$ cat src/rtl/sram_port_arbiter_if.sv
// Requester-side and SRAM-side signals of the two-port SRAM arbiter.
// The slave modport is the arbiter, master is the requester pair, sram is the macro.
interface sram_port_arbiter_if #(
  parameter int AW = 14
);
  logic [AW-1:0] p0_address;
  logic          p0_write;
  logic          p0_read;
  logic [31:0]   p0_wdata;
  logic [3:0]    p0_wstrobe;
  logic          p0_ready;
  logic [31:0]   p0_rdata;
  logic          p0_rvalid;

  logic [AW-1:0] p1_address;
  logic          p1_write;
  logic          p1_read;
  logic [31:0]   p1_wdata;
  logic [3:0]    p1_wstrobe;
  logic          p1_ready;
  logic [31:0]   p1_rdata;
  logic          p1_rvalid;

  logic [AW-1:0] m_address;
  logic          m_write;
  logic [31:0]   m_wdata;
  logic [3:0]    m_wstrobe;
  logic          m_read;
  logic [31:0]   m_rdata;

  modport slave (
    input  p0_address, p0_write, p0_read, p0_wdata, p0_wstrobe,
    output p0_ready, p0_rdata, p0_rvalid,
    input  p1_address, p1_write, p1_read, p1_wdata, p1_wstrobe,
    output p1_ready, p1_rdata, p1_rvalid,
    output m_address, m_write, m_wdata, m_wstrobe, m_read,
    input  m_rdata
  );

  modport master (
    output p0_address, p0_write, p0_read, p0_wdata, p0_wstrobe,
    input  p0_ready, p0_rdata, p0_rvalid,
    output p1_address, p1_write, p1_read, p1_wdata, p1_wstrobe,
    input  p1_ready, p1_rdata, p1_rvalid
  );

  modport sram (
    input  m_address, m_write, m_wdata, m_wstrobe, m_read,
    output m_rdata
  );
endinterface

$ cat src/rtl/sram_port_arbiter.sv
// Shares one single-port SRAM between two requesters: same-cycle grant, read data one enabled cycle later.
// Port 0 wins conflicts; a denied port 1 sees ready=0 and is forced through after STARVE_LIM waits.
module sram_port_arbiter #(
  parameter int AW         = 14,
  parameter int STARVE_LIM = 8
) (
  input  logic               clk,
  input  logic               reset,
  input  logic               clken,
  sram_port_arbiter_if.slave bus
);
  localparam int            CW  = (STARVE_LIM > 0) ? $clog2(STARVE_LIM + 1) : 1;
  localparam logic [CW-1:0] LIM = CW'(STARVE_LIM);

  logic          req0;
  logic          req1;
  logic          force1;
  logic          grant0;
  logic          grant1;

  logic [AW-1:0] m_address_c;
  logic          m_write_c;
  logic          m_read_c;
  logic [31:0]   m_wdata_c;
  logic [3:0]    m_wstrobe_c;

  logic [CW-1:0] starve_cnt_q;
  logic [CW-1:0] starve_cnt_d;
  logic          rvalid0_q;
  logic          rvalid0_d;
  logic          rvalid1_q;
  logic          rvalid1_d;

  always_comb begin
    req0   = bus.p0_write | bus.p0_read;
    req1   = bus.p1_write | bus.p1_read;
    force1 = (STARVE_LIM != 0) && req1 && (starve_cnt_q == LIM);

    grant0 = 1'b0;
    grant1 = 1'b0;
    if (clken && !reset) begin
      if (force1) begin
        grant1 = 1'b1;
      end else if (req0) begin
        grant0 = 1'b1;
      end else if (req1) begin
        grant1 = 1'b1;
      end
    end

    m_address_c = '0;
    m_write_c   = 1'b0;
    m_read_c    = 1'b0;
    m_wdata_c   = '0;
    m_wstrobe_c = '0;
    if (grant0) begin
      m_address_c = bus.p0_address;
      m_write_c   = bus.p0_write;
      m_read_c    = bus.p0_read & ~bus.p0_write;
      m_wdata_c   = bus.p0_wdata;
      m_wstrobe_c = bus.p0_wstrobe;
    end else if (grant1) begin
      m_address_c = bus.p1_address;
      m_write_c   = bus.p1_write;
      m_read_c    = bus.p1_read & ~bus.p1_write;
      m_wdata_c   = bus.p1_wdata;
      m_wstrobe_c = bus.p1_wstrobe;
    end

    // Everything holds while the clock enable is low, so a returned read stays presented.
    starve_cnt_d = starve_cnt_q;
    rvalid0_d    = rvalid0_q;
    rvalid1_d    = rvalid1_q;
    if (clken) begin
      if (!req1 || grant1) begin
        starve_cnt_d = '0;
      end else if (starve_cnt_q != LIM) begin
        starve_cnt_d = starve_cnt_q + CW'(1);
      end
      rvalid0_d = grant0 & m_read_c;
      rvalid1_d = grant1 & m_read_c;
    end
  end

  always_ff @(posedge clk) begin
    if (reset) begin
      starve_cnt_q <= '0;
      rvalid0_q    <= 1'b0;
      rvalid1_q    <= 1'b0;
    end else begin
      starve_cnt_q <= starve_cnt_d;
      rvalid0_q    <= rvalid0_d;
      rvalid1_q    <= rvalid1_d;
    end
  end

  assign bus.p0_ready  = ~req0 | grant0;
  assign bus.p1_ready  = ~req1 | grant1;
  assign bus.p0_rvalid = rvalid0_q;
  assign bus.p1_rvalid = rvalid1_q;
  assign bus.p0_rdata  = rvalid0_q ? bus.m_rdata : 32'h0;
  assign bus.p1_rdata  = rvalid1_q ? bus.m_rdata : 32'h0;

  assign bus.m_address = m_address_c;
  assign bus.m_write   = m_write_c;
  assign bus.m_read    = m_read_c;
  assign bus.m_wdata   = m_wdata_c;
  assign bus.m_wstrobe = m_wstrobe_c;
endmodule

$ cat src/flat_wrapper.sv
// flat-port wrapper written by rule: the top's interface ports become plain ports
module sram_port_arbiter_flat 
#(
  parameter int AW         = 14,
  parameter int STARVE_LIM = 8
)
  (clk, reset, clken, bus_p0_address, bus_p0_write, bus_p0_read, bus_p0_wdata, bus_p0_wstrobe, bus_p0_ready, bus_p0_rdata, bus_p0_rvalid, bus_p1_address, bus_p1_write, bus_p1_read, bus_p1_wdata, bus_p1_wstrobe, bus_p1_ready, bus_p1_rdata, bus_p1_rvalid, bus_m_address, bus_m_write, bus_m_wdata, bus_m_wstrobe, bus_m_read, bus_m_rdata);
  sram_port_arbiter_if #(.AW(AW)) bus_i ();
  input  logic clk;
  input  logic reset;
  input  logic clken;
  input wire logic [$bits(bus_i.p0_address)-1:0] bus_p0_address;
  input wire logic [$bits(bus_i.p0_write)-1:0] bus_p0_write;
  input wire logic [$bits(bus_i.p0_read)-1:0] bus_p0_read;
  input wire logic [$bits(bus_i.p0_wdata)-1:0] bus_p0_wdata;
  input wire logic [$bits(bus_i.p0_wstrobe)-1:0] bus_p0_wstrobe;
  output wire logic [$bits(bus_i.p0_ready)-1:0] bus_p0_ready;
  output wire logic [$bits(bus_i.p0_rdata)-1:0] bus_p0_rdata;
  output wire logic [$bits(bus_i.p0_rvalid)-1:0] bus_p0_rvalid;
  input wire logic [$bits(bus_i.p1_address)-1:0] bus_p1_address;
  input wire logic [$bits(bus_i.p1_write)-1:0] bus_p1_write;
  input wire logic [$bits(bus_i.p1_read)-1:0] bus_p1_read;
  input wire logic [$bits(bus_i.p1_wdata)-1:0] bus_p1_wdata;
  input wire logic [$bits(bus_i.p1_wstrobe)-1:0] bus_p1_wstrobe;
  output wire logic [$bits(bus_i.p1_ready)-1:0] bus_p1_ready;
  output wire logic [$bits(bus_i.p1_rdata)-1:0] bus_p1_rdata;
  output wire logic [$bits(bus_i.p1_rvalid)-1:0] bus_p1_rvalid;
  output wire logic [$bits(bus_i.m_address)-1:0] bus_m_address;
  output wire logic [$bits(bus_i.m_write)-1:0] bus_m_write;
  output wire logic [$bits(bus_i.m_wdata)-1:0] bus_m_wdata;
  output wire logic [$bits(bus_i.m_wstrobe)-1:0] bus_m_wstrobe;
  output wire logic [$bits(bus_i.m_read)-1:0] bus_m_read;
  input wire logic [$bits(bus_i.m_rdata)-1:0] bus_m_rdata;
  assign bus_i.p0_address = bus_p0_address;
  assign bus_i.p0_write = bus_p0_write;
  assign bus_i.p0_read = bus_p0_read;
  assign bus_i.p0_wdata = bus_p0_wdata;
  assign bus_i.p0_wstrobe = bus_p0_wstrobe;
  assign bus_p0_ready = bus_i.p0_ready;
  assign bus_p0_rdata = bus_i.p0_rdata;
  assign bus_p0_rvalid = bus_i.p0_rvalid;
  assign bus_i.p1_address = bus_p1_address;
  assign bus_i.p1_write = bus_p1_write;
  assign bus_i.p1_read = bus_p1_read;
  assign bus_i.p1_wdata = bus_p1_wdata;
  assign bus_i.p1_wstrobe = bus_p1_wstrobe;
  assign bus_p1_ready = bus_i.p1_ready;
  assign bus_p1_rdata = bus_i.p1_rdata;
  assign bus_p1_rvalid = bus_i.p1_rvalid;
  assign bus_m_address = bus_i.m_address;
  assign bus_m_write = bus_i.m_write;
  assign bus_m_wdata = bus_i.m_wdata;
  assign bus_m_wstrobe = bus_i.m_wstrobe;
  assign bus_m_read = bus_i.m_read;
  assign bus_i.m_rdata = bus_m_rdata;
  sram_port_arbiter #(.AW(AW), .STARVE_LIM(STARVE_LIM)) u_core (.clk(clk), .reset(reset), .clken(clken), .bus(bus_i));
endmodule
$ cat config.mk
export PLATFORM = sky130hd
export DESIGN_NAME = sram_port_arbiter_flat
export DESIGN_NICKNAME = d
export VERILOG_FILES = /design/src/rtl/sram_port_arbiter_if.sv /design/src/rtl/sram_port_arbiter.sv /design/src/flat_wrapper.sv
export SDC_FILE = /design/constraint.sdc
export NUM_CORES = 1
export LEC_CHECK = 0
export CAP_MARGIN = 30
export CORE_AREA = 2 2 101 103
export DETAILED_ROUTE_END_ITERATION = 10
export DIE_AREA = 0 0 103 105
export GPL_TIMING_DRIVEN = 0
export PLACE_DENSITY = 0.65
export REMOVE_ABC_BUFFERS = 1
export SLEW_MARGIN = 10
export SYNTH_ARGS = -nofsm -noshare
export SYNTH_HDL_FRONTEND = slang
export SYNTH_SLANG_ARGS = --single-unit
$ cat constraint.sdc
create_clock -name clk -period 2.8 [get_ports clk]
set_input_delay 0.84 -clock clk [delete_from_list [all_inputs] [get_ports clk]]
set_output_delay 0.84 -clock clk [all_outputs]
set_load 0.02 [all_outputs]
==> metrics.csv <==
stage,metric,value,unit
status,violations,setup timing,
timing,min_period,3.18,ns
placed_design,portBuffers,258,
clock_network,cts_max_path_buffers,2,
pwr,pwr-share-comb,0.708,
floorplanning,core_area,9640,um^2
critical_path,r2r_cells,5,
pwr,p_leak,2.27,nW
critical_path,critPathLaunchType,input port,
routing,firstDrtPassIters,4,
global_routing,gr-usage-all-layers,0.186,
logic_synthesis,synth_area_leaders,"a22o_1, and2_1, buf_6",
clock_network,clk_pin_slew,0.04,ns
clock_network,root_buffer,clkbuf_8,
critical_path,crit_type,in2out,
routing,ant_nets,0,
critical_path,end_kind,output port,
critical_path,critPathArrivalTime,2.34,ns
floorplanning,dieArea,10800,um^2
logic_synthesis,synth_warnings,0,
global_routing,grt_pass1_wl,15.2,mm
routing,drc,0,
timing,worstMarginPinSlew,0.806,ns
pwr,internal-power,0.000531,W
critical_path,path_max_fanout,6,
logic_synthesis,synth_top_area_frac,0.297,
final_layout,final_core_util,0.491,
timing,whs,0.504,ns
floorplanning,start_util,0.153,
clock_network,clkLatencyLatePin,0.23,ns
placed_design,hpwl,8.34,mm
flow_run,drv_cap,0,
timing,fmax,0.314,GHz
logic_synthesis,synth_seq_area_share,0.0814,
timing,finalSetupViolCount,51,
global_routing,grt_max_degree,35,
floorplanning,num_rows,36,
pwr,swShare,0.324,
placed_design,preCtsSetupSlack,-1.42,ns
pwr,power.density,166,nW/um^2
final_layout,mostFrequentLayoutCell,clkdlybuf4s50_1,
timing,post-route-period-util,1.14,
global_routing,grt.overflow.total,0,
routing,drt_wl_total,10.6,mm
clock_network,cts_tree,built,
status,run_status,"complete, but fails checks",
routing,wl_per_cell,17.5,um
pwr,peakVddDrop,124,uV
timing,finClkSkew,0.00214,ns
clock_network,h-tree-depth,1,
placed_design,place.gp.congestion,0.740,
final_layout,drive_gt1_frac,0.240,
pwr,sequentialPowerShare,0.121,
logic_synthesis,syn-cell-area,1480,um^2
timing,setup_ws,-0.385,ns
min_path,hold_path_class,reg2reg,
final_layout,layout_common_cells,"clkdlybuf4s50_1, dlygate4sd2_1, and2_1",
floorplanning,die_w,103,um
clock_network,numCtsBuffers,3,
logic_synthesis,synth_cell_types,31,
pwr,total_power,0.000785,W
floorplanning,ios,259,
final_layout,layout.nets,610,
routing,drt-initial-drc-count,45,
logic_synthesis,synth_top_area_cell,a22o_1,
logic_synthesis,ys_ff_latch,6,
logic_synthesis,netlist_instances,188,
timing,max-slew-margin-rel,0.462,
routing,vias_per_cell,4.33,
logic_synthesis,avgSynthCellArea,7.85,um^2
pwr,net-switching-power,0.000254,W
clock_network,numClockSinks,6,
min_path,min_path_cells,2,
timing,fin_setup_tns,-14.65,ns
pwr,pwr-share-clk,0.171,
timing,maxSlewViolCount,0,
timing,rsz0062_at_grt,yes,
timing,finalHoldViolCount,0,
routing,vias,2620,
global_routing,grt_pass1_vias,2695,
critical_path,cp.required,1.96,ns
floorplanning,fp.dieH,105,um
global_routing,antenna_found_initial,5,
final_layout,area_delta_synth_final,220,%
per-layer routing:
metal	track usage	up-vias	part of all wire
met1	0.181	1184	0.33
met3	0.0575	8	0.11
met2	0.359	167	0.54
li1	-	1261	-
met5	0	-	0
met4	0.0611	0	0.018
per-stage QoR:
stage,cells,instance area (um^2)
6_report,605,4730
3_3_place_gp,561,4070
3_5_place_dp,566,4150
2_1_floorplan,170,1320
5_1_grt,605,4730
4_1_cts,599,4730
cell usage after synthesis:
cell	instances
and2_1	64
a22o_1	50
buf_6	11
a21oi_1	6
clkbuf_1	6
dfxtp_1	6
inv_1	5
nand2b_1	4
nor2_1	4
o21ai_0	4
nand4_1	3
a211oi_4	2
a41oi_1	2
ha_1	2
o211ai_1	2
or2_1	2
a211oi_1	1
and2b_2	1
and3_1	1
and3b_4	1
buf_4	1
nand2_1	1
nand2b_4	1
nand3_1	1
nand3b_4	1
nor3b_1	1
o2111ai_1	1
o21a_1	1
o41ai_1	1
or2_4	1
or3_2	1
worst max-delay path, cell delays in order:
cell and delay, ns:
buf_8 0.10, or2_4 0.26, a211oi_4 0.29, buf_8 0.15, buf_12 0.11, buf_12 0.10
buf_12 0.11, buf_12 0.11, a22o_1 0.16, buf_6 0.12
power groups by stage:
stage | sequential [W] | clock [W] | combinational [W]
after global routing | 0.0000963 | 0.000142 | 0.000586
after global placement | 0.0000961 | 0 | 0.000474
after CTS | 0.0000951 | 0.000138 | 0.000559
after floorplan | 0.0000949 | 0 | 0.000148
final | 0.0000950 | 0.000134 | 0.000556
after detailed placement | 0.0000964 | 0 | 0.000483
cell families after synthesis:
family,Yosys count,share of synthesized area
flip-flops,6,0.0814
adder cells (fa/ha/maj),2,0.0169
buffers and inverters,23,0.117
AO/OA/AOI/OAI,70,0.402
AND/OR/NAND/NOR,87,0.383
path summary, 6_finish.rpt:
check | slack, ns | end | from
max | -0.38 | bus_m_wdata[10] | bus_p0_write
min | 0.50 | u_core.starve_cnt_q[1] | u_core.starve_cnt_q[1]
max reg2reg | 1.47 | u_core.starve_cnt_q[3] | u_core.starve_cnt_q[0]
min reg2reg | 0.50 | u_core.starve_cnt_q[1] | u_core.starve_cnt_q[1]
area by class of cell:
class | instances | area (um^2)
Inverter | 5 | 18.8
Fill cell | 973 | 4910
Antenna cell | 5 | 12.5
Sequential cell | 6 | 121
Tap cell | 133 | 166
Timing Repair Buffer | 294 | 3140
Clock buffer | 3 | 41.3
Multi-Input combinational cell | 159 | 1230
state kept, by name (all words and copies together) (netlist names):
name,count
u_core.bus.p0_rvalid,1
u_core.starve_cnt_q,4
u_core.bus.p1_rvalid,1
timing repair:
| action | in CTS | in global routing |
|---|---|---|
| hold buffers | 0 | 0 |
| setup endpoints to repair | 118 | 52 |
| pin swaps | 43 | 18 |
| resized for setup | 433 | 11 |
| buffers inserted | 23 | 3 |
| cloned | 7 | 0 |
(Power assumes the default switching activity.)
